## config.mk

```make
export PLATFORM = sky130hd
export DESIGN_NAME = id_issue_queue_flat
export DESIGN_NICKNAME = d
export VERILOG_FILES = /design/src/rtl/id_issue_queue_if.sv /design/src/rtl/id_issue_queue.sv /design/src/flat_wrapper.sv
export SDC_FILE = /design/constraint.sdc
export NUM_CORES = 1
export LEC_CHECK = 0
export BUFFER_PORTS_ARGS = -buffer_cell sky130_fd_sc_hd__buf_2
export CAP_MARGIN = 20
export CORE_MARGIN = 4
export CORE_UTILIZATION = 50
export DETAILED_ROUTE_END_ITERATION = 6
export GPL_TIMING_DRIVEN = 0
export PLACE_DENSITY = 0.69
export SYNTH_ARGS = -nofsm -noshare
export SYNTH_HDL_FRONTEND = slang
export SYNTH_SLANG_ARGS = --single-unit
```

## constraint.sdc

```tcl
create_clock -name clk -period 20.7 [get_ports clk]
set_clock_uncertainty 0.15 [all_clocks]
set_input_delay 5.175 -clock clk [delete_from_list [all_inputs] [get_ports clk]]
set_output_delay 5.175 -clock clk [all_outputs]
set_load 0.01 [all_outputs]
```

## src/rtl/id_issue_queue_if.sv

```systemverilog
// rtl/id_issue_queue_if.sv - fetch/issue handshake bundle for the instruction issue queue
interface id_issue_queue_if #(
   parameter int DEPTH       = 8,
   parameter int FETCH_WIDTH = 2,
   parameter int ISSUE_WIDTH = 2
);
   logic [FETCH_WIDTH-1:0]    fetch_valid_i;
   logic [32*FETCH_WIDTH-1:0] fetch_instr_i;
   logic [32*FETCH_WIDTH-1:0] fetch_pc_i;
   logic                      fetch_ready_o;
   logic                      issue_ready_i;
   logic [ISSUE_WIDTH-1:0]    issue_valid_o;
   logic [32*ISSUE_WIDTH-1:0] issue_instr_o;
   logic [32*ISSUE_WIDTH-1:0] issue_pc_o;
   logic [3*ISSUE_WIDTH-1:0]  issue_class_o;
   logic [5*ISSUE_WIDTH-1:0]  issue_dst_o;
   logic [$clog2(DEPTH):0]    count_o;

   // Fetch/decode side: drives instructions in, consumes issue slots
   modport master (
      output fetch_valid_i, fetch_instr_i, fetch_pc_i, issue_ready_i,
      input  fetch_ready_o, issue_valid_o, issue_instr_o, issue_pc_o,
      input  issue_class_o, issue_dst_o, count_o
   );

   // Queue side
   modport slave (
      input  fetch_valid_i, fetch_instr_i, fetch_pc_i, issue_ready_i,
      output fetch_ready_o, issue_valid_o, issue_instr_o, issue_pc_o,
      output issue_class_o, issue_dst_o, count_o
   );
endinterface

```

## src/rtl/id_issue_queue.sv

```systemverilog
// rtl/id_issue_queue.sv - instruction buffer with pre-decode and dual-issue pairing
module id_issue_queue #(
   parameter int DEPTH       = 8,
   parameter int FETCH_WIDTH = 2,
   parameter int ISSUE_WIDTH = 2
) (
   input  logic            clk,
   input  logic            resetn,
   input  logic            flush_i,
   id_issue_queue_if.slave q
);
   localparam int PW = $clog2(DEPTH);
   localparam int CW = PW + 1;

   localparam logic [2:0] C_ALU  = 3'd0;
   localparam logic [2:0] C_BRJ  = 3'd1;
   localparam logic [2:0] C_MEM  = 3'd2;
   localparam logic [2:0] C_HILO = 3'd3;
   localparam logic [2:0] C_CP0  = 3'd4;
   localparam logic [2:0] C_PRIV = 3'd5;
   localparam logic [2:0] C_INV  = 3'd7;

   localparam logic [CW-1:0] PUSH_LIMIT = CW'(DEPTH - FETCH_WIDTH);

   // Returns {class[2:0], dst[4:0]} for one MIPS32 instruction.
   function automatic logic [7:0] predecode(input logic [5:0] op, input logic [4:0] rs,
                                            input logic [4:0] rt, input logic [4:0] rd,
                                            input logic [5:0] fn);
      logic [2:0] c;
      logic [4:0] d;
      c = C_INV;
      d = 5'd0;
      case (op)
         6'h00: case (fn)
            6'h00, 6'h02, 6'h03, 6'h04, 6'h06, 6'h07, 6'h0A, 6'h0B,
            6'h20, 6'h21, 6'h22, 6'h23, 6'h24, 6'h25, 6'h26, 6'h27,
            6'h2A, 6'h2B:                         begin c = C_ALU;  d = rd; end
            6'h0F:                                c = C_ALU;
            6'h08:                                c = C_BRJ;
            6'h09:                                begin c = C_BRJ;  d = rd; end
            6'h0C, 6'h0D, 6'h30, 6'h31, 6'h32,
            6'h33, 6'h34, 6'h36:                  c = C_PRIV;
            6'h10, 6'h12:                         begin c = C_HILO; d = rd; end
            6'h11, 6'h13, 6'h18, 6'h19, 6'h1A,
            6'h1B:                                c = C_HILO;
            default:                              c = C_INV;
         endcase
         6'h01: case (rt)
            5'h00, 5'h01, 5'h02, 5'h03:           c = C_BRJ;
            5'h10, 5'h11, 5'h12, 5'h13:           begin c = C_BRJ; d = 5'd31; end
            5'h08, 5'h09, 5'h0A, 5'h0B, 5'h0C,
            5'h0E:                                c = C_PRIV;
            default:                              c = C_INV;
         endcase
         6'h02, 6'h04, 6'h05, 6'h06, 6'h07:       c = C_BRJ;
         6'h03:                                   begin c = C_BRJ; d = 5'd31; end
         6'h08, 6'h09, 6'h0A, 6'h0B, 6'h0C, 6'h0D,
         6'h0E, 6'h0F:                            begin c = C_ALU; d = rt; end
         6'h10: begin
            if (rs == 5'h00) begin
               c = C_CP0;
               d = rt;
            end else if (rs == 5'h04) begin
               c = C_CP0;
            end else if (rs[4]) begin
               case (fn)
                  6'h01, 6'h02, 6'h06, 6'h08:     c = C_CP0;
                  6'h18:                          c = C_PRIV;
                  default:                        c = C_INV;
               endcase
            end
         end
         6'h1C: case (fn)
            6'h00, 6'h01, 6'h04, 6'h05:           c = C_HILO;
            6'h02, 6'h20, 6'h21:                  begin c = C_HILO; d = rd; end
            default:                              c = C_INV;
         endcase
         6'h20, 6'h21, 6'h22, 6'h23, 6'h24, 6'h25,
         6'h26, 6'h30, 6'h38:                     begin c = C_MEM; d = rt; end
         6'h28, 6'h29, 6'h2A, 6'h2B, 6'h2E:       c = C_MEM;
         6'h2F:                                   c = C_ALU;
         default:                                 c = C_INV;
      endcase
      return {c, d};
   endfunction

   // Classes that must never share an issue cycle with another instruction
   function automatic logic solo_class(input logic [2:0] c);
      return (c == C_BRJ) || (c == C_CP0) || (c == C_PRIV) || (c == C_INV);
   endfunction

   logic [31:0]  ent_instr [DEPTH];
   logic [31:0]  ent_pc    [DEPTH];
   logic [2:0]   ent_cls   [DEPTH];
   logic [4:0]   ent_dst   [DEPTH];

   logic [PW-1:0] rd_ptr, wr_ptr, rd_ptr1;
   logic [CW-1:0] count, n_push, n_pop;
   logic          fetch_ready, push, pair_ok;
   logic [7:0]    lane_dec [FETCH_WIDTH];
   logic [ISSUE_WIDTH-1:0] issue_valid;

   // Ready depends only on current occupancy so fetch never sees a pop-to-push path
   assign fetch_ready = (count <= PUSH_LIMIT);
   assign push        = fetch_ready & q.fetch_valid_i[0] & ~flush_i;
   assign rd_ptr1     = rd_ptr + PW'(1);

   // Pre-decode every fetch lane
   always_comb begin
      for (int k = 0; k < FETCH_WIDTH; k++) begin
         lane_dec[k] = predecode(q.fetch_instr_i[32*k+26 +: 6], q.fetch_instr_i[32*k+21 +: 5],
                                 q.fetch_instr_i[32*k+16 +: 5], q.fetch_instr_i[32*k+11 +: 5],
                                 q.fetch_instr_i[32*k +: 6]);
      end
   end

   // Number of lanes written this cycle (lane 0 gates the whole group)
   always_comb begin
      n_push = '0;
      if (push) begin
         for (int k = 0; k < FETCH_WIDTH; k++) begin
            if (q.fetch_valid_i[k]) n_push = n_push + CW'(1);
         end
      end
   end

   // Entry storage, written at enqueue with the pre-decoded class and destination
   always_ff @(posedge clk) begin
      if (push) begin
         for (int k = 0; k < FETCH_WIDTH; k++) begin
            if (q.fetch_valid_i[k]) begin
               ent_instr[wr_ptr + PW'(k)] <= q.fetch_instr_i[32*k +: 32];
               ent_pc[wr_ptr + PW'(k)]    <= q.fetch_pc_i[32*k +: 32];
               ent_cls[wr_ptr + PW'(k)]   <= lane_dec[k][7:5];
               ent_dst[wr_ptr + PW'(k)]   <= lane_dec[k][4:0];
            end
         end
      end
   end

   // Pairing rules between the two head entries
   always_comb begin
      pair_ok = 1'b1;
      if (solo_class(ent_cls[rd_ptr]) || solo_class(ent_cls[rd_ptr1])) pair_ok = 1'b0;
      if (ent_cls[rd_ptr] == C_MEM && ent_cls[rd_ptr1] == C_MEM) pair_ok = 1'b0;
      if (ent_cls[rd_ptr] == C_HILO && ent_cls[rd_ptr1] == C_HILO) pair_ok = 1'b0;
      if (ent_dst[rd_ptr] != 5'd0 &&
          (ent_instr[rd_ptr1][25:21] == ent_dst[rd_ptr] ||
           ent_instr[rd_ptr1][20:16] == ent_dst[rd_ptr])) pair_ok = 1'b0;
   end

   generate
      if (ISSUE_WIDTH == 2) begin : g_dual
         assign issue_valid = {pair_ok && (count >= CW'(2)), count != '0};
      end else begin : g_single
         assign issue_valid = (count != '0);
      end
   endgenerate

   // Head slots are read straight from storage; pop count follows the valid slots
   always_comb begin
      n_pop           = '0;
      q.issue_instr_o = '0;
      q.issue_pc_o    = '0;
      q.issue_class_o = '0;
      q.issue_dst_o   = '0;
      for (int s = 0; s < ISSUE_WIDTH; s++) begin
         q.issue_instr_o[32*s +: 32] = ent_instr[rd_ptr + PW'(s)];
         q.issue_pc_o[32*s +: 32]    = ent_pc[rd_ptr + PW'(s)];
         q.issue_class_o[3*s +: 3]   = ent_cls[rd_ptr + PW'(s)];
         q.issue_dst_o[5*s +: 5]     = ent_dst[rd_ptr + PW'(s)];
         if (q.issue_ready_i && issue_valid[s]) n_pop = n_pop + CW'(1);
      end
   end

   // Pointers and occupancy; flush wins over push and pop
   always_ff @(posedge clk or negedge resetn) begin
      if (!resetn) begin
         rd_ptr <= '0;
         wr_ptr <= '0;
         count  <= '0;
      end else if (flush_i) begin
         rd_ptr <= '0;
         wr_ptr <= '0;
         count  <= '0;
      end else begin
         wr_ptr <= wr_ptr + n_push[PW-1:0];
         rd_ptr <= rd_ptr + n_pop[PW-1:0];
         count  <= count + n_push - n_pop;
      end
   end

   assign q.fetch_ready_o = fetch_ready;
   assign q.issue_valid_o = issue_valid;
   assign q.count_o       = count;
endmodule

```

## src/flat_wrapper.sv

```systemverilog
// flat-port wrapper written by rule: the top's interface ports become plain ports
module id_issue_queue_flat 
#(
   parameter int DEPTH       = 8,
   parameter int FETCH_WIDTH = 2,
   parameter int ISSUE_WIDTH = 2
)
  (clk, resetn, flush_i, q_fetch_valid_i, q_fetch_instr_i, q_fetch_pc_i, q_issue_ready_i, q_fetch_ready_o, q_issue_valid_o, q_issue_instr_o, q_issue_pc_o, q_issue_class_o, q_issue_dst_o, q_count_o);
  id_issue_queue_if #(.DEPTH(DEPTH), .FETCH_WIDTH(FETCH_WIDTH), .ISSUE_WIDTH(ISSUE_WIDTH)) q_i ();
  input  logic clk;
  input  logic resetn;
  input  logic flush_i;
  input wire logic [$bits(q_i.fetch_valid_i)-1:0] q_fetch_valid_i;
  input wire logic [$bits(q_i.fetch_instr_i)-1:0] q_fetch_instr_i;
  input wire logic [$bits(q_i.fetch_pc_i)-1:0] q_fetch_pc_i;
  input wire logic [$bits(q_i.issue_ready_i)-1:0] q_issue_ready_i;
  output wire logic [$bits(q_i.fetch_ready_o)-1:0] q_fetch_ready_o;
  output wire logic [$bits(q_i.issue_valid_o)-1:0] q_issue_valid_o;
  output wire logic [$bits(q_i.issue_instr_o)-1:0] q_issue_instr_o;
  output wire logic [$bits(q_i.issue_pc_o)-1:0] q_issue_pc_o;
  output wire logic [$bits(q_i.issue_class_o)-1:0] q_issue_class_o;
  output wire logic [$bits(q_i.issue_dst_o)-1:0] q_issue_dst_o;
  output wire logic [$bits(q_i.count_o)-1:0] q_count_o;
  assign q_i.fetch_valid_i = q_fetch_valid_i;
  assign q_i.fetch_instr_i = q_fetch_instr_i;
  assign q_i.fetch_pc_i = q_fetch_pc_i;
  assign q_i.issue_ready_i = q_issue_ready_i;
  assign q_fetch_ready_o = q_i.fetch_ready_o;
  assign q_issue_valid_o = q_i.issue_valid_o;
  assign q_issue_instr_o = q_i.issue_instr_o;
  assign q_issue_pc_o = q_i.issue_pc_o;
  assign q_issue_class_o = q_i.issue_class_o;
  assign q_issue_dst_o = q_i.issue_dst_o;
  assign q_count_o = q_i.count_o;
  id_issue_queue #(.DEPTH(DEPTH), .FETCH_WIDTH(FETCH_WIDTH), .ISSUE_WIDTH(ISSUE_WIDTH)) u_core (.clk(clk), .resetn(resetn), .flush_i(flush_i), .q(q_i));
endmodule
```

Word level (Yosys, flattened, before mapping)
Memories as Yosys holds them, arrays and structs flattened.
Cells that the tools add are included.
- memories kept: 4
- register bits after elaboration: 10
- bits in writable memories: 576
- input bits: 134
- output and inout port bits: 151
- reductions and logical operators: 54
- order comparisons: 2
- mux-type cells: 45
- $add $sub $neg: 8
- equality and inequality tests: 182
- bitwise logic cells: 3
- memory list (name ; depth ; bits a word ; rd ports ; clocked after Yosys merged registers in ; write ports ; line ; RTL):
    u_core.ent_instr ; 8 ; 32 ; 2 ; 0 ; 2 ; id_issue_queue.sv:92 ; logic [31:0] ent_instr [DEPTH];
    u_core.ent_pc ; 8 ; 32 ; 2 ; 0 ; 2 ; id_issue_queue.sv:93 ; logic [31:0] ent_pc [DEPTH];
    u_core.ent_dst ; 8 ; 5 ; 2 ; 0 ; 2 ; id_issue_queue.sv:95 ; logic [4:0] ent_dst [DEPTH];
    u_core.ent_cls ; 8 ; 3 ; 2 ; 0 ; 2 ; id_issue_queue.sv:94 ; logic [2:0] ent_cls [DEPTH];
- operators by type and width (operator ; number):
    $eq 6x6->1 const B ; 62
    $eq 6x4->1 const B ; 30
    $eq 6x5->1 const B ; 20
    $eq 6x3->1 const B ; 16
    $eq 5x4->1 const B ; 12
    $pmux 5 s6 ; 2
    $eq 6x2->1 const B ; 8
    $reduce_or 8->1 ; 6
    $pmux 3 s7 ; 2
    $reduce_or 21->1 ; 2
    $eq 5x5->1 const B ; 8
    $mux 5 ; 8
    $reduce_or 19->1 ; 2
    $reduce_or 17->1 ; 2
    $mux 3 ; 10
    $reduce_or 14->1 ; 2
    $eq 6x1->1 const B ; 4
    $logic_not 6->1 ; 4
    $pmux 3 s4 ; 2
    $reduce_or 6->1 ; 4
    $eq 5x2->1 const B ; 4
    $logic_not 5->1 ; 4
    $mux 4 ; 5
    $eq 3x3->1 const B ; 6
    27 further kinds ; 69

Logic depth before layout (Yosys ltp)
An unclocked memory read counts as a cell.
- word-level depth: 16
- depth in mapped cells: 17

Worst setup path before layout
Ideal clock, no wire load.
- path type: input -> register
- start point: input flush_i
- end point: memory u_core.ent_cls[0][0] (enable)
- arrival time: 11056 ps
- setup slack: 8885 ps
- library setup time: 609 ps
- data required time: 19941 ps
- stages: 3
- path through: nor4b_2 nand2b_1 o31ai_1
- RTL lines (element ; line ; RTL):
    start: declaration ; flat_wrapper.sv:12 ; input logic flush_i;
    end: declaration ; id_issue_queue.sv:94 ;

Worst setup path after layout
- start point: register u_core.rd_ptr[0]
- end point: output q_issue_pc_o[32]
- cells in the longest elaborated chain, start to end: 2
- RTL lines (element ; line ; RTL):
    start: declaration ; id_issue_queue.sv:97 ; logic [PW-1:0] rd_ptr, wr_ptr, rd_ptr1;
    start signal: assignment ; id_issue_queue.sv:188 ; rd_ptr <= rd_ptr + n_pop[PW-1:0];
    $add 3x1->3 ; id_issue_queue.sv:169 ; q.issue_pc_o[32*s +: 32] = ent_pc[rd_ptr + PW'(s)];
    $mem_v2 8x32 ; - ;
    end: declaration ; flat_wrapper.sv:20 ; output wire logic [$bits(q_i.issue_pc_o)-1:0] q_issue_pc_o;
Every way passes these cells.

==> results.json <==
{
  "path_delay_family": "buffers and inverters",
  "drt_iter0_drc": 2962,
  "cts_tree": "yes",
  "cts_setup_buffers": 0,
  "finalHoldViolations": 0,
  "synth.area.mux_share": 0.4078,
  "crit_required_ns": 15.38,
  "tightest_slew_ns": 1.280,
  "synth-simple-area-share": 0.02517,
  "synth_area_um2": 34800,
  "clk_latency_ns": 0.61,
  "cp_cell_sequence": "ha_1, buf_4, buf_2, buf_2, buf_2, buf_1, mux4_2, mux2_2, buf_2",
  "antenna_found_initial": 20,
  "critPathCaptureType": "output port",
  "syn_area_per_cell_um2": 16.52,
  "drv_slew": 0,
  "synth_edf_count": 576,
  "setup_viol": 0,
  "clk_path_buf_depth": 3,
  "synth_xor_area_frac": 0.004278,
  "r2r_start": "u_core.rd_ptr[0]",
  "synth_ff_type": "edfxtp_1",
  "synth.top_cell.area_share": 0.4970,
  "fin_setup_tns_ns": 0,
  "hold_path_class": "reg2reg",
  "dp_hpwl_mm": 76.90,
  "synth_top_family_by_area": "multiplexers",
  "synth_top_area_cell": "edfxtp_1",
  "maxCapViolCount": 0,
  "synth_fa_ha_area_frac": 0.006903,
  "fin_crit_sh": 0.4693,
  "netlist_instances": 2107,
  "drc": 0,
  "synth-seq-area-share": 0.5042,
  "min_period_ns": 9.715,
  "grt_use_met3": 0.05691,
  "regToRegSetupSlack_ns": 15.59,
  "p_leak_nw": 13.98,
  "slowest_stage": "buf_1",
  "std_cell_rows": 96,
  "htreeDepth": 3,
  "syn_nets": 2257,
  "vdd_ir_drop_max_v": 0.00004803,
  "worst-path-buf-inv": 6,
  "synth_seq_cells": 586,
  "criticalPathCategory": "reg2out",
  "grtUsageTotal": 0.2976,
  "root_buffer": "clkbuf_16",
  "fin_hold_ws_ns": 0.5652,
  "drive_above_1_share": 0.5604,
  "status": "finished, final reports clean",
  "start_kind": "register",
  "final_cell_mix": "mux2_2 (627), edfxtp_1 (576), buf_2 (336)",
  "grt-busiest-layer": "met2",
  "chipWidth_um": 271.8,
  "syn2layout_area_growth_pct": 16.30,
  "cp-endpoint": "q_issue_pc_o[32]",
  "grt_use_met1": 0.3962,
  "yosysWarnings": 0,
  "grt_max_degree": 19,
  "firstDrtPassIters": 5,
  "pin_count": 285,
  "grtUsageMet2": 0.4939,
  "die-area_um2": 73890,
  "cp.arrival_ns": 4.39,
  "slew_headroom": 0.1467,
  "max_freq_mhz": 102.9,
  "async_flop_share": 0.01706,
  "crit_cells": 9,
  "rr_worst_depth": 17,
  "grt_pass1_vias": 23758,
  "ant_nets": 0,
  "port_buffers": 270,
  "grt_pass1_wl_mm": 161.2,
  "p_per_area_nw_per_um2": 105.1,
  "routed_wl_mm": 111.8,
  "synthDistinctLibCells": 74,
  "via_count": 23168,
  "avgViaCountPerCell": 6.646,
  "core_um2": 68830,
  "clock-sinks": 586,
  "final_common_cell": "mux2_2",
  "cts-resized-gates": 0,
  "path_common_cell": "buf_2",
  "routabilityCongestion": 0.8560,
  "avgRoutedWirePerCell_um": 32.07,
  "r2r_end": "u_core.q.count_o[3]",
  "synthTopCellsByArea": "edfxtp_1 (50%), mux2_2 (20%), mux4_2 (19%)",
  "clk_transition_reported_paths_ns": 0.05,
  "cp_max_fo": 10,
  "total_power_mw": 4.255,
  "layout.nets": 2641,
  "critPathMaxStageDelay_ns": 0.76,
  "overflow": 0,
  "rsz0062_at_grt": "no",
  "holdBufCountCts": 0,
  "synth-compound-area-share": 0.02308,
  "crit_start": "u_core.rd_ptr[0]",
  "cts-buffers-inserted": 68,
  "start_util": 0.5057,
  "die_h_um": 271.8
}
## per-stage QoR
stage          setup WS [ns]  instances    util  cell area (um2)
3_3_place_gp           1.236       3308  0.5422            37320
2_1_floorplan          8.885       2107       -            34800
4_1_cts                10.97       3470  0.5871            40410
5_1_grt                10.90       3479  0.5878            40460
6_report               10.99       3486  0.5881            40480
3_5_place_dp           11.60       3350  0.5571            38340
## layout make-up
| type | instances | area (um2) |
|---|---|---|
| tap | 931 | 1165 |
| buffer | 196 | 903.4 |
| antenna | 14 | 35.03 |
| sequential | 586 | 17550 |
| timing repair buffer | 314 | 2310 |
| inverter | 25 | 93.84 |
| multi-input combinational | 1300 | 16350 |
| fill | 5237 | 28350 |
| clock inverter | 30 | 219.0 |
| clock buffer | 90 | 1848 |
## power breakdown
part	leakage (nW)	switching [mW]	total (mW)	internal [mW]
registers	5.35	0.0193	1.37	1.35
clock network	1.02	0.485	1.15	0.664
logic	7.61	0.912	1.73	0.822
total	14.0	1.42	4.26	2.84
## flip-flops by register name (all words and copies together) (netlist names)
register	flops
u_core.wr_ptr	3
u_core.ent_pc	256
u_core.q.count_o	4
u_core.ent_instr	256
u_core.rd_ptr	3
u_core.ent_cls	24
u_core.ent_dst	40
## worst min-delay path by stage
stage,from,end,cells past startpoint,slack [ns]
2_1_floorplan,u_core.rd_ptr[0],u_core.rd_ptr[0],2,0.49
3_3_place_gp,u_core.rd_ptr[0],u_core.rd_ptr[0],2,0.53
3_5_place_dp,u_core.rd_ptr[0],u_core.rd_ptr[0],2,0.55
4_1_cts,u_core.rd_ptr[0],u_core.rd_ptr[0],2,0.57
5_1_grt,u_core.rd_ptr[0],u_core.rd_ptr[0],2,0.61
6_report,u_core.rd_ptr[0],u_core.rd_ptr[0],2,0.57
## cell usage after synthesis (all sizes together), types with 2 or more instances
cell type and instances:
o31ai 6, mux2i 62, xor2 5, nor2b 14, nand3b 2, clkbuf 88, a21boi 3, ha 12
nand3 11, o22ai 4, dfrtp 10, a31oi 4, nand2b 12, nor4b 2, a311o 2, inv 25
o21ai 43, nor4 8, xnor2 12, o221ai 2, a21o 2, or4 3, or2 3, a221oi 10
o22a 2, a22oi 4, mux2 628, nor3b 3, or3 2, or4b 2, nor2 35, or3b 2
a21oi 23, and2 4, and3 2, fa 4, buf 108, nor3 6, nand2 49, o21a 3
mux4 288, edfxtp 576
## cells by family after synthesis
kind of cell | after synthesis
compound gates | 122
fa+ha+maj | 17
simple gates | 166
flops | 586
buf+inv | 221
mux | 978
xor+xnor | 17
## worst register-to-register path, stage by stage (launching register included)
cell and delay (ns):
dfrtp_1 0.42, ha_1 0.29, buf_4 0.23, clkbuf_1 0.58
mux4_2 0.42, mux2_2 0.32, xnor2_1 0.14, nor4_1 0.27
a21boi_1 0.37, nor4_1 0.13, ha_1 0.27, fa_1 0.52
inv_1 0.07, ha_1 0.29, a21o_1 0.18, a21oi_1 0.17
xnor2_1 0.13, nor2_1 0.05
## per-layer routing
metal  part of all wire  up-vias
li1                   -     9442
met1               0.38    12075
met2               0.49     1393
met3              0.093      244
met4              0.033       14
met5            0.00074        -
Note: power is estimated with default switching activity, not from simulation.
